--- src/rtl/alu4_pkg.sv ---
// Shared types, opcodes and the result-packing helper for the 4-bit ALU op sequencer.
package alu4_pkg;

    localparam int unsigned WIDTH = 4;
    localparam int unsigned RES_W = 2 * WIDTH;
    localparam int unsigned CNT_W = $clog2(WIDTH);

    localparam logic [2:0] OP_ADD = 3'b000;
    localparam logic [2:0] OP_SUB = 3'b001;
    localparam logic [2:0] OP_AND = 3'b010;
    localparam logic [2:0] OP_OR  = 3'b011;
    localparam logic [2:0] OP_XOR = 3'b100;
    localparam logic [2:0] OP_MUL = 3'b101;
    localparam logic [2:0] OP_DIV = 3'b110;
    localparam logic [2:0] OP_RSV = 3'b111;

    typedef enum logic [1:0] {
        IDLE = 2'd0,
        EXEC = 2'd1,
        DONE = 2'd2
    } state_t;

    typedef struct packed {
        logic [2:0]       op;
        logic [WIDTH-1:0] a;
        logic [WIDTH-1:0] b;
    } alu_req_t;

    typedef struct packed {
        logic [RES_W-1:0] result;
        logic             carry;
        logic             zero;
        logic             err;
    } alu_res_t;

    // Bundles a result with its flags; zero always tracks the packed result.
    function automatic alu_res_t pack_res(input logic [RES_W-1:0] result,
                                          input logic carry, input logic err);
        alu_res_t r;
        r.result = result;
        r.carry  = carry;
        r.zero   = (result == '0);
        r.err    = err;
        return r;
    endfunction

endpackage

--- src/rtl/alu4_iter_unit.sv ---
// Iterative MUL/DIV core: shift-add multiply or restoring divide, one step per enabled cycle.
module alu4_iter_unit
    import alu4_pkg::*;
(
    input  logic             clk,
    input  logic             rst_n,
    input  logic             ena,
    input  logic             start,
    input  logic [WIDTH-1:0] a,
    input  logic [WIDTH-1:0] b,
    input  logic             is_div,
    output logic             done,
    output logic [RES_W-1:0] result
);

    logic             running;
    logic [CNT_W-1:0] cnt;
    logic [WIDTH-1:0] rem;
    logic [WIDTH-1:0] quot;

    logic [CNT_W-1:0] bit_idx;
    logic [WIDTH:0]   trial;
    logic             ge;
    logic [WIDTH-1:0] rem_n;
    logic [WIDTH-1:0] quot_n;
    logic [RES_W-1:0] addend;
    logic             last;

    // One restoring-division step (MSB of A first) and one partial product per cycle.
    always_comb begin
        bit_idx = CNT_W'(WIDTH - 1) - cnt;
        trial   = {rem, a[bit_idx]};
        ge      = (trial >= {1'b0, b});
        rem_n   = ge ? WIDTH'(trial - {1'b0, b}) : trial[WIDTH-1:0];
        quot_n  = {quot[WIDTH-2:0], ge};
        addend  = b[cnt] ? (RES_W'(a) << cnt) : '0;
        last    = (cnt == CNT_W'(WIDTH - 1));
    end

    always_ff @(posedge clk or negedge rst_n) begin
        if (!rst_n) begin
            running <= 1'b0;
            cnt     <= '0;
            done    <= 1'b0;
            rem     <= '0;
            quot    <= '0;
            result  <= '0;
        end else if (ena) begin
            if (start) begin
                running <= 1'b1;
                cnt     <= '0;
                done    <= 1'b0;
                rem     <= '0;
                quot    <= '0;
                result  <= '0;
            end else if (running) begin
                cnt <= cnt + CNT_W'(1);
                if (is_div) begin
                    rem  <= rem_n;
                    quot <= quot_n;
                    if (last) begin
                        result <= {rem_n, quot_n};
                    end
                end else begin
                    result <= result + addend;
                end
                if (last) begin
                    running <= 1'b0;
                    done    <= 1'b1;
                end
            end
        end
    end

endmodule

--- src/rtl/alu4_op_sequencer.sv ---
// Valid/ready ALU op sequencer: single-cycle logic/arith ops, iterative MUL/DIV, held result.
module alu4_op_sequencer
    import alu4_pkg::*;
(
    input  logic             clk,
    input  logic             rst_n,
    input  logic             ena,
    input  logic             in_valid,
    output logic             in_ready,
    input  logic [2:0]       in_op,
    input  logic [WIDTH-1:0] in_a,
    input  logic [WIDTH-1:0] in_b,
    output logic             out_valid,
    input  logic             out_ready,
    output logic [RES_W-1:0] out_result,
    output logic             out_carry,
    output logic             out_zero,
    output logic             out_err,
    output logic             busy
);

    state_t   state, state_n;
    alu_req_t req_q, req_n;
    alu_res_t res_q, res_n;
    logic     use_iter_q, use_iter_n;
    logic     setup_q, setup_n;
    logic     out_valid_n;
    logic     iter_start_c;
    logic     iter_done;
    logic [RES_W-1:0] iter_result;

    logic [WIDTH:0] sum;
    logic [WIDTH:0] diff;
    alu_res_t       single_res;

    alu4_iter_unit u_iter (
        .clk    (clk),
        .rst_n  (rst_n),
        .ena    (ena),
        .start  (iter_start_c),
        .a      (req_q.a),
        .b      (req_q.b),
        .is_div (req_q.op == OP_DIV),
        .done   (iter_done),
        .result (iter_result)
    );

    // Single-cycle results; DIV only lands here when B is zero.
    always_comb begin
        sum        = {1'b0, req_q.a} + {1'b0, req_q.b};
        diff       = {1'b0, req_q.a} - {1'b0, req_q.b};
        single_res = pack_res('0, 1'b0, 1'b1);
        case (req_q.op)
            OP_ADD:  single_res = pack_res(RES_W'(sum[WIDTH-1:0]), sum[WIDTH], 1'b0);
            OP_SUB:  single_res = pack_res(RES_W'(diff[WIDTH-1:0]), diff[WIDTH], 1'b0);
            OP_AND:  single_res = pack_res(RES_W'(req_q.a & req_q.b), 1'b0, 1'b0);
            OP_OR:   single_res = pack_res(RES_W'(req_q.a | req_q.b), 1'b0, 1'b0);
            OP_XOR:  single_res = pack_res(RES_W'(req_q.a ^ req_q.b), 1'b0, 1'b0);
            OP_DIV:  single_res = pack_res({req_q.a, {WIDTH{1'b1}}}, 1'b0, 1'b1);
            default: single_res = pack_res('0, 1'b0, 1'b1);
        endcase
    end

    // Next-state logic; with ena low every default holds, freezing the whole block.
    always_comb begin
        state_n      = state;
        req_n        = req_q;
        res_n        = res_q;
        use_iter_n   = use_iter_q;
        setup_n      = setup_q;
        out_valid_n  = out_valid;
        iter_start_c = 1'b0;
        if (ena) begin
            case (state)
                IDLE: begin
                    if (in_valid) begin
                        state_n    = EXEC;
                        req_n      = '{op: in_op, a: in_a, b: in_b};
                        use_iter_n = (in_op == OP_MUL) || ((in_op == OP_DIV) && (in_b != '0));
                        setup_n    = 1'b1;
                    end
                end
                EXEC: begin
                    // First EXEC cycle arms the iterative core; completion is seen one cycle later.
                    if (setup_q) begin
                        setup_n      = 1'b0;
                        iter_start_c = use_iter_q;
                    end else if (!use_iter_q || iter_done) begin
                        state_n     = DONE;
                        out_valid_n = 1'b1;
                        res_n       = use_iter_q ? pack_res(iter_result, 1'b0, 1'b0) : single_res;
                    end
                end
                DONE: begin
                    if (out_ready) begin
                        state_n     = IDLE;
                        out_valid_n = 1'b0;
                    end
                end
                default: state_n = IDLE;
            endcase
        end
    end

    always_ff @(posedge clk or negedge rst_n) begin
        if (!rst_n) begin
            state      <= IDLE;
            req_q      <= '0;
            res_q      <= '0;
            use_iter_q <= 1'b0;
            setup_q    <= 1'b0;
            out_valid  <= 1'b0;
            in_ready   <= 1'b1;
            busy       <= 1'b0;
        end else begin
            state      <= state_n;
            req_q      <= req_n;
            res_q      <= res_n;
            use_iter_q <= use_iter_n;
            setup_q    <= setup_n;
            out_valid  <= out_valid_n;
            in_ready   <= (state_n == IDLE);
            busy       <= (state_n != IDLE);
        end
    end

    assign out_result = res_q.result;
    assign out_carry  = res_q.carry;
    assign out_zero   = res_q.zero;
    assign out_err    = res_q.err;

endmodule
--- config.mk ---
export PLATFORM = sky130hd
export DESIGN_NAME = alu4_op_sequencer
export DESIGN_NICKNAME = d
export VERILOG_FILES = /design/src/rtl/alu4_pkg.sv /design/src/rtl/alu4_iter_unit.sv /design/src/rtl/alu4_op_sequencer.sv
export SDC_FILE = /design/constraint.sdc
export NUM_CORES = 1
export LEC_CHECK = 0
export CAP_MARGIN = 40
export CORE_ASPECT_RATIO = 0.9
export CORE_UTILIZATION = 60
export DETAILED_ROUTE_END_ITERATION = 8
export GPL_TIMING_DRIVEN = 1
export PLACE_DENSITY_LB_ADDON = 0.12
export SLEW_MARGIN = 20
export SYNTH_ARGS = -nofsm -noshare
export SYNTH_HDL_FRONTEND = slang
export SYNTH_SLANG_ARGS = --single-unit
--- constraint.sdc ---
create_clock -name clk -period 5.56 [get_ports clk]
set_input_delay 1.112 -clock clk [delete_from_list [all_inputs] [get_ports clk]]
set_output_delay 1.112 -clock clk [all_outputs]
set_load 0.02 [all_outputs]
---- Word level (Yosys, flattened, before mapping) ----
Index checks and enable logic that the tools add are counted.
W data, S select, Z words.
word-level totals
  bits in registers ....................... 48
  input bits .............................. 16
  output and inout bits ................... 14
  logic and storage cells ................. 117
cells by class
  add/sub/neg operators ................... 6
  order comparisons ....................... 3
  equality and inequality tests ........... 15
  shift operators ......................... 1
  mux-type cells .......................... 41
  bitwise logic cells ..................... 4
  reduce and logical (&&, ||, !) cells .... 28
operator list
  cell                  count
  $pmux W11 S6          1
  $mux W8               5
  $logic_not A8 Y1      4
  $mux W4               4
  $mux W1               15
  $reduce_and A3 Y1     5
  $mux W2               7
  $eq A3 B3 Y1 const B  4
  $reduce_bool A2 Y1    6
  $mux W11              1
  $mux W3               3
  $add A8 B8 Y8         1
  $logic_not A4 Y1      2
  $ne A2 B2 Y1 const B  4
  $shl A4 B2 Y8         1
  $eq A3 B2 Y1 const B  2
  $lt A2 B3 Y1 const B  2
  $pmux W2 S3           1
  $add A4 B4 Y5         1
  $ge A5 B4 Y1          1
  $reduce_and A5 Y1     1
  $sub A4 B4 Y5         1
  $and A4 B4 Y4         1
  $bmux W1 S2           2
  other kinds (19)      23

---- Longest topological paths before layout ----
Gate-level depths: netlist (run 1).
  depth in word-level cells ............... 9
  depth in mapped cells ................... 11
  gate-level depth less buffers ........... 10

---- By module ----
Synthesis (run 1) repeated with hierarchy kept, for this count alone.
unflattened totals
  cell total of the unflattened synthesis .. 398
  area, all modules ....................... 3,520.9 um^2
modules (own cells, without submodules)
  module             times used  cells each  area an instance (um^2)  seq. area each (um^2)
  alu4_op_sequencer  1           219         1,986.9                  726.9
  alu4_iter_unit     1           179         1,534.0                  475.5

---- Worst setup path before layout (run 1) ----
OpenSTA, ideal clock, no wires.
  path kind ............................... reg2reg
  start point ............................. register u_iter.cnt[0]
  end point ............................... register u_iter.result[6]
  setup time .............................. 122 ps
  arrival time ............................ 2,450 ps
  data required time ...................... 5,438 ps
  setup slack ............................. 2,989 ps
  stages on the path, launching flop included .. 12
  buffers on the path ..................... 1
  clock period less this slack ............ 2,571 ps
  cell sequence ........................... dfrtp_1 clkbuf_1 mux2i_1 nand2b_1 and3_1 ha_1 a211oi_1 o21bai_1 a21oi_1 xor2_1 nand2_1 a32o_1
between the ends
  cells in the longest elaborated chain, start to end .. 9
  elaborated cells between the ends (all ways) .. 18
  classes of those cells .................. add/sub: 3; order compare: 1; eq/ne: 2; shift: 1; mux: 10; reduce/logical: 1
RTL lines
  what                                           RTL line                                    RTL
  from (decl)                                    alu4_iter_unit.sv:17                        logic [CNT_W-1:0] cnt;
  from (signal assigned)                         alu4_iter_unit.sv:57                        cnt <= cnt + CNT_W'(1);
  $sub A2 B2 Y2                                  alu4_iter_unit.sv:31                        bit_idx = CNT_W'(WIDTH - 1) - cnt;
  $bmux W1 S2                                    alu4_iter_unit.sv:32                        trial = {rem, a[bit_idx]};
  $mux W1 (not written as such)                  alu4_iter_unit.sv:32
  $sub A4 B4 Y4 or $ge A5 B4 Y1 (tied branches)  alu4_iter_unit.sv:34, alu4_iter_unit.sv:33
  $mux W4                                        alu4_iter_unit.sv:34                        rem_n = ge ? WIDTH'(trial - {1'b0, b}) : trial[WIDTH-1:0];
  $mux W8                                        alu4_iter_unit.sv:61                        if (last) begin
  $mux W8                                        alu4_iter_unit.sv:58                        if (is_div) begin
  $mux W8                                        alu4_iter_unit.sv:56                        end else if (running) begin
  $mux W8                                        alu4_iter_unit.sv:49                        if (start) begin
  to (signal assigned)                           alu4_iter_unit.sv:62                        result <= {rem_n, quot_n};
  to (signal assigned)                           alu4_iter_unit.sv:65                        result <= result + addend;
  to (decl)                                      alu4_iter_unit.sv:13                        output logic [RES_W-1:0] result
Parallel ways exist; a longest one is shown, timed or not. The select of a mux whose other input is x is not followed.
A chain may end at the register's enable or synchronous reset.

---- Worst setup path in the final report (run 1) ----
  start point ............................. input ena
  end point ............................... register u_iter.result[7]
between the ends
  cells in the longest elaborated chain, start to end .. 3
  elaborated cells between the ends (all ways) .. 5
  classes of those cells .................. eq/ne: 1; mux: 2; reduce/logical: 2
RTL lines
  what                                                                 RTL line                 RTL
  from (decl)                                                          alu4_op_sequencer.sv:7   input logic ena,
  $mux W1                                                              alu4_op_sequencer.sv:73  if (ena) begin
  $ne A3 B3 Y1 (no source line) or $reduce_bool A2 Y1 (tied branches)  --
  $reduce_and A3 Y1 (no source line)                                   --
Parallel ways exist; a longest one is shown, timed or not.

==> results.txt, run 1 <==
The run finished with clean final reports. The final worst-path cycle share is a little under three fifths. The worst hold path begins at out_err$_DFFE_PN0P_.

The initial DRC count is 211. Dividing the detail-routed wire length by the instance count gives 16.96 um. The number of port buffers came out at 29. Across all setup checks in the final design, the least slack found is ~2.4 ns.

The detail-routed via count per cell came out at 6.076. TritonCTS built the clock tree. The post-DP HPWL came out at 6008 um. The synthesized design contains 0 enable-type register cells. The clock transition at the registers of the reported paths is around 0.10 ns. The overall die height came out at 71.90 um. Sequential cells burn 31.1% of the power.

The tree built by TritonCTS fans out to 48 sinks. The startpoint identified for the worst register-to-register timing path is u_iter.cnt[0]$_DFFE_PN0P_. The setup path with the least slack is of type input pin to flop. The commonest non-fill, non-tap cell in the layout is nand2_1. The number of buffers on the longest clock path is 2. The overall power of the completed layout is 2.332 mW. The final instance count without filler cells came out at approximately 460. Counting flops with an async set or reset pin after synthesis yields a share of 100.0%. The most common flop cell mapped by yosys is dfrtp_1. The minimum clock period after layout is 3.113 ns.

The netlist area before placement came out at 3257 um^2. Combinational logic burns roughly 57% of the power. The die span in x is 79.66 um.

The total congestion overflow after global routing is 0. The path with the worst hold slack has its endpoint at out_err$_DFFE_PN0P_. The iteration count of the initial detailed-routing pass came out at 4. The ratio of total power to cell area came out at 634.6 nW/um^2. The leakage power of the design came out at 1.622 nW. The slowest stage of the critical path is the a32oi_1 cell. The cell count after placement came out at 454. Setup repair after global routing left no endpoint under its margin. The CTS buffer count came out at 5. After detailed routing, the total wire length is 7836 um.

The die covers 5727 um^2. The number of setup buffers added after CTS is 0. The worst setup path is launched from an input pin.

The post-layout instance area is 3675 um^2. The arrival time reported for the critical path endpoint is approximately 3.3 ns. Counting instances, the worst hold path has a depth of 2. The layout net count came out at approximately 440. The number of routed nets with antenna violations is 0.

The number of flip-flops and latches in the synthesized netlist is 48. Internal power comes to around 1.2 mW. The peak ir drop on the vdd network is 363.5 uV.

The worst path required time is 5.76 ns. The worst register-to-register path ends at u_iter.result[6]$_DFFE_PN0P_. For the pin with the worst max-slew slack, the measured transition is 0.8880 ns. The largest net degree at the start of global routing came out at 33. Summed over all nets, the switching power comes to 1.122 mW. Before CTS, the worst setup slack after placement is 2.161 ns.

The number of hold buffers added after CTS came out at 0. The root buffer cell is clkbuf_8. The site row count is 25. The share of the synthesized area in the top cell type is a little over a third. The routability congestion estimate from global placement came out at 0.8975. The antenna cell count came out at 0. The number of top-level pins is 30. The number of slew-limit violations in the final report was 0. The post-synthesis cell count came out at 374.

The clock latency on the worst-skew pair came out at about 0.31 ns. The number of library cell types mapped by synthesis is 53. For the worst flop-to-flop path, the logic depth is 9. The clock group share of total power is 11.5%.

Max-cap violations in this run came to 0. The headroom to the max-slew limit came out at 40.80%. The net switching share of the total power came out at 48.13%.

The sequential area share after synthesis is 36.92%. The fraction of final layout cells with drive strength greater than 1 is 5.316%. After detailed routing, the number of remaining DRC violations is 0. The area growth from synthesis to layout came out at 12.83%.

Setup violations remaining at the end of the flow were counted as 0. The accumulated negative setup slack is 0 ns. The slack of the worst reg-to-reg path came out at 2.61 ns. STA classifies the critical path endpoint as a flop. The number of global-route vias before repair came out at 2585.

For this configuration, the core starts out at a cell density of 61.98%. Leaving out fill and tap cells, the most frequent cells in the layout are nand2_1, dfrtp_1, o21ai_0. On the final layout, the worst clock skew is approximately 0.011 ns.

The worst hold path belongs to the class flop to flop. The Yosys step of the flow raised 0 warnings. The post-synth net total came out at 418. Traced cell by cell, the critical path runs through clkdlybuf4s50_1 -> and3b_4 -> a32oi_1 -> nor2_1 -> and3_1 -> mux2i_1 -> nand2_1. By area the synthesized netlist is led by dfrtp_1, ha_1, o21ai_0. The count of fill cells added during filler insertion is 423. The hold violation total from the final report came out at 0.

The largest single stage delay on the critical path is between 0.6 and 0.7 ns. The quantity of gates resized following cts came out at 0. The global-route wire length before repair is approximately 13000 um. Based on the critical path, the design can be clocked at up to 321.2 MHz.

Of all nets on the critical path, the largest fanout is 11. The H-tree generated during clock tree synthesis spans 2 levels. For this block, the via count after detailed routing is 2807. The core box area came out at 5255 um^2. The final core utilization came out at 69.93%.

The library cell occupying the most area in the post-synthesis netlist is dfrtp_1. Global routing used 29.74% of the available tracks across all layers. The placement-stage cell area is 3560 um^2.

The tightest hold path in the finished design has a slack of around 0.49 ns. The initial antenna violation count came out at 0. The per-instance average area after synthesis is 8.708 um^2.
power groups by stage:
stage / Clock (mW) / Sequential (mW) / Combinational (mW)
after floorplan: 0 / 0.670 / 0.988
after global placement: 0 / 0.719 / 1.29
after detailed placement: 0 / 0.723 / 1.32
after CTS: 0.271 / 0.719 / 1.33
after global routing: 0.289 / 0.747 / 1.48
final: 0.268 / 0.725 / 1.34
cell usage after synthesis, types with 2 or more instances:
library cell and n:
and3_1 4, mux4_2 2, dfrtp_1 47, inv_1 19, fa_1 4, nand4_1 3
a21o_1 3, mux2i_1 9, nor2_1 36, a32oi_1 3, o21ai_0 39, nand3_1 8
nand2b_1 6, buf_2 3, o21bai_1 3, a22o_1 2, a2111oi_0 2, o31a_1 4
nor3_1 5, xnor2_1 8, clkbuf_1 11, nor4_1 4, buf_6 3, ha_1 24
a211oi_1 5, nand2_1 51, o211ai_1 2, or3_1 2, a21oi_1 31, and2_1 4
o31ai_1 2, xor2_1 4
worst max-delay path, delay by kind of cell:
family	cells	cell delay, ns
simple gates	4	0.83
compound gates	1	0.69
buf+inv	1	0.57
mux	1	0.12
how the worst max path moves through the flow:
stage,to,startpoint,cells past startpoint,slack [ns]
after floorplan,u_iter.result[6]$_DFFE_PN0P_,u_iter.cnt[0]$_DFFE_PN0P_,11,2.99
after global placement,u_iter.result[7]$_DFFE_PN0P_,ena,7,2.28
after detailed placement,u_iter.result[7]$_DFFE_PN0P_,ena,7,2.16
after CTS,u_iter.result[7]$_DFFE_PN0P_,ena,7,2.52
after global routing,u_iter.result[7]$_DFFE_PN0P_,ena,7,2.32
final,u_iter.result[7]$_DFFE_PN0P_,ena,7,2.45
final cells by class:
| class | count | area (um^2) | area share, % |
|---|---|---|---|
| Tap cell | 67 | 83.83 | 2.281 |
| Clock buffer | 5 | 68.82 | 1.873 |
| Inverter | 19 | 71.32 | 1.941 |
| Sequential cell | 48 | 1202 | 32.72 |
| Timing Repair Buffer | 31 | 312.8 | 8.512 |
| Multi-Input combinational cell | 289 | 1889 | 51.41 |
| Clock inverter | 3 | 46.29 | 1.260 |
flip-flops by register name, summed over array words and instances (netlist names):
register / cells
out_valid: 1
u_iter.cnt: 2
use_iter_q: 1
u_iter.quot: 3
req_q: 11
u_iter.running: 1
out_result: 8
in_ready: 1
out_err: 1
setup_q: 1
u_iter.rem: 4
u_iter.done: 1
busy: 1
state: 2
u_iter.result: 8
out_carry: 1
out_zero: 1
per-layer routing:
layer  vias up  share of wire, %  track usage, %
li1       1361                 -               -
met5         -                 0               0
met1      1342                48           42.68
met3         7               4.9           5.157
met4         0               1.0           7.273
met2        97                47           47.01
logic make-up (layout without fill, tap and decap cells):
logic type	count (synthesis)	in the layout	share of synthesized area, %
AOI/OAI and AO/OA	105	105	19.59
xor gates and xnor gates	12	12	3.227
adders and majority gates	28	28	11.68
buffers and inverters	37	58	5.071
DFF	48	48	36.92
muxes	12	12	4.495
and+or+nand+nor	132	132	19.02
(Power assumes the default switching activity.)
==> run 2: changes to the inputs <==
--- a/config.mk
+++ b/config.mk
@@ -7,7 +7,7 @@
 export LEC_CHECK = 0
 export CAP_MARGIN = 40
 export CORE_ASPECT_RATIO = 0.9
-export CORE_UTILIZATION = 60
+export CORE_UTILIZATION = 58
 export DETAILED_ROUTE_END_ITERATION = 8
 export GPL_TIMING_DRIVEN = 1
 export PLACE_DENSITY_LB_ADDON = 0.12
==> constraint.sdc (replaced) <==
create_clock -name clk -period 3 [get_ports clk]
set_input_delay 0.6 -clock clk [delete_from_list [all_inputs] [get_ports clk]]
set_output_delay 0.6 -clock clk [all_outputs]
set_load 0.02 [all_outputs]
==> run 2 against run 1 <==
Worst hold slack lost 0.23 ns; via count decreased by 0.46%; worst setup slack worse by 2.1 ns; critical path type is now flop to flop; count of clock-buffer cells in the layout is 1 higher; clock power up 48%; largest cell class unchanged; core utilization down 0.82 points; critical endpoint is now u_iter.result[6]$_DFFE_PN0P_.
==> results.txt, run 2 (synthesis gave the netlist of run 1 again) <==
The top cell types in the final layout, fill and taps aside, are nand2_1, dfrtp_1, o21ai_0. The number of vias after detailed routing came to 2794 (-0.46%). The slack of the worst reg-to-reg path is 0.36 ns (-2.25 ns). The run finished with clean final reports. The setup fix buffers added after clock tree synthesis came out at 0 (unchanged).

The total congestion overflow after global routing came out at 0 (unchanged). The site row count came out at 25 (unchanged). The minimum clock period after layout came out at 2.641 ns. Setup repair after global routing left no endpoint under its margin. The cell count of the worst reg-to-reg path came out at 9 (unchanged). The worst stage delay on the critical path came out at 0.51 ns (-0.18 ns). The arrival time reported for the critical path endpoint is 2.85 ns (-0.47 ns). The total number of clock tree sinks came out at 48 (unchanged).

The total area of multi-input combinational cells is 1889 um^2 (unchanged). The detail-routed via count per cell came out at 5.996 (-1.3%). The number of global-route vias before repair is 2633 (+1.9%). The number of buffer and inverter stages on the critical path came to 0 (-1). On the critical path, the stage with the largest delay is an instance of mux4_2. The number of slew-limit violations in the final report is 0 (unchanged).

The headroom to the max-slew limit is 56.77% (+16 points). The reg-to-reg endpoint is u_iter.result[6]$_DFFE_PN0P_. The clock latency on the worst-skew pair is 0.31 ns (about the same). The final core utilization is 69.11% (-0.82 points). The number of buffers on the longest clock path came out at 2 (unchanged). The global-route wire length before repair is 12880 um (-0.16%). The clock group share of total power is 9.3% (-2.2 points). The min-delay analysis places its worst path in the category input pin to async pin.

The ratio of total power to cell area came out at 1164 nW/um^2 (+83%). The proportion of power drawn by combinational gates came out at 60.3% (+2.8 points). The layout net count came out at 442 (+0.91%). The largest net degree at the start of global routing is 26 (-21%).

STA classifies the critical path startpoint as a flop. The total of max-cap violations is 0 (unchanged). The wire length per cell came to 16.97 um (about the same). The library cell used most frequently in the layout, excluding fill and tap cells, is nand2_1. The overall die height came out at 73.09 um (+1.7%). The leakage power of the design is 1.628 nW (+0.37%). The antenna cell count came out at 0 (unchanged).

The number of port buffers came out at 29 (unchanged). The final hold slack came to 0.2638 ns (-0.2252 ns). The internal power component was 2.183 mW (+80%). The critical path in this run is classified as flop to flop. The initial DRC count was 128 (-39%). The sum of routed wire length over all layers is 7909 um (+0.93%).

The total track usage is 29.22% (-0.52 points). The area growth from synthesis to layout was 12.83% (unchanged). The number of routed nets with antenna violations was 0 (unchanged). The number of hold buffers added after CTS came out at 0 (unchanged).

The starting utilization of the core area is 61.25% (-0.73 points). The largest fanout of any net on the critical path is 6 (-5). The initial antenna violation count is 0 (unchanged). The final worst-path cycle share came out at 88.04%. The gate family responsible for the most delay along the worst path is compound AO/OA/AOI/OAI gates. The fraction of final layout cells with drive strength greater than 1 came out at 6.015% (+0.70 points). Walking the worst path, the cells encountered are mux4_2 -> and3_1 -> ha_1 -> a211oi_1 -> o21bai_1 -> a21oi_1 -> xor2_1 -> nand2_1 -> a32o_1. TritonCTS built the clock tree.

The final number of setup-violating endpoints is 0 (unchanged). The die area is 5920 um^2 (+3.4%). The worst setup skew after layout came to 0.008325 ns (-0.002598 ns). The net switching share of the total power is 48.95% (+0.82 points). The worst path required time came out at 3.21 ns (-2.55 ns).

The sequential fraction of design power is 30.4% (-0.7 points). The flip-flop count of the largest register, all copies and words added came out at 11 (unchanged). The total number of H-tree levels is 2 (unchanged). The count of fill cells added during filler insertion is 442 (+4.5%). The cell count after placement came out at 458 (+0.88%). Derived from the worst setup path, the maximum achievable clock frequency is 378.6 MHz. The kind of end point of the critical path is a flop. The CTS buffer count was 5 (unchanged). The remaining routing DRC violations came to 0 (unchanged). The clock transition at the registers of the reported paths came out at 0.10 ns (about the same).

The core box area came out at 5318 um^2 (+1.2%). The transition time at the pin with the least slew margin is 0.6469 ns (-0.2411 ns). The final instance count without filler cells came out at 466 (+0.87%).

The switching power came out at 2.093 mW (+86%). The hold violation total from the final report came to 0 (unchanged). The die span in x came out at 80.99 um (+1.7%). The accumulated negative setup slack is 0 ns (unchanged). The peak ir drop on the vdd network came out at 777.6 uV (+110%). The area taken by flip-flops and latches was 1202 um^2 (unchanged). The root buffer cell is clkbuf_8. The routability congestion estimate from global placement came out at 0.9133 (+1.8%). Ranked by flip-flop count, first place goes to req_q. The quantity of gates resized following cts is 0 (unchanged).

The number of top-level pins is 30 (unchanged). The worst register-to-register path begins at req_q[1]$_DFFE_PN0P_. The iteration count of the initial detailed-routing pass is 4 (unchanged). The post-DP HPWL is 6079 um (+1.2%).
## run 2: power by group through the flow
stage	combinational (mW)	sequential, mW	clock [mW]
CTS	2.54	1.29	0.399
floorplan	1.83	1.24	0
detailed placement	2.53	1.30	0
global route	2.84	1.34	0.418
finish	2.58	1.30	0.397
global placement	2.48	1.29	0
## run 2: per-layer routing
metal / GRT usage, % / part of all wire [%] / wire length [um]
met1: 42.99 / 49 / 3836
met2: 44.07 / 44 / 3506
met3: 4.000 / 5.1 / 401
met4: 9.921 / 2.1 / 164
met5: 0 / 0 / 0
## run 2: cell type report
class / instances / share of cell area (%)
flip-flops and latches: 48 / 32.72
multi-input cells: 289 / 51.41
clock inverters: 2 / 0.3405
well taps: 67 / 2.281
repair buffers: 35 / 9.329
clock buffers: 6 / 1.975
inverters: 19 / 1.941
## run 2: per-stage QoR
step,cell area (um^2),worst slack [ns],power [mW]
floorplan,3257,0.4289,3.073
global placement,3570,0.4500,3.773
finish,3675,0.3589,4.276
CTS,3675,0.3665,4.231
detailed placement,3590,0.3836,3.831
global route,3675,0.1669,4.601
## run 2: worst max-delay path by stage
stage / endpoint / start / depth (start not counted) / slack (ns)
5_1_grt: u_iter.result[6]$_DFFE_PN0P_ / req_q[1]$_DFFE_PN0P_ / 9 / 0.17
6_report: u_iter.result[6]$_DFFE_PN0P_ / req_q[1]$_DFFE_PN0P_ / 9 / 0.36
4_1_cts: u_iter.result[6]$_DFFE_PN0P_ / req_q[1]$_DFFE_PN0P_ / 9 / 0.37
2_1_floorplan: u_iter.result[6]$_DFFE_PN0P_ / u_iter.cnt[0]$_DFFE_PN0P_ / 11 / 0.43
3_3_place_gp: u_iter.result[6]$_DFFE_PN0P_ / req_q[1]$_DFFE_PN0P_ / 9 / 0.45
3_5_place_dp: u_iter.result[6]$_DFFE_PN0P_ / req_q[1]$_DFFE_PN0P_ / 9 / 0.38
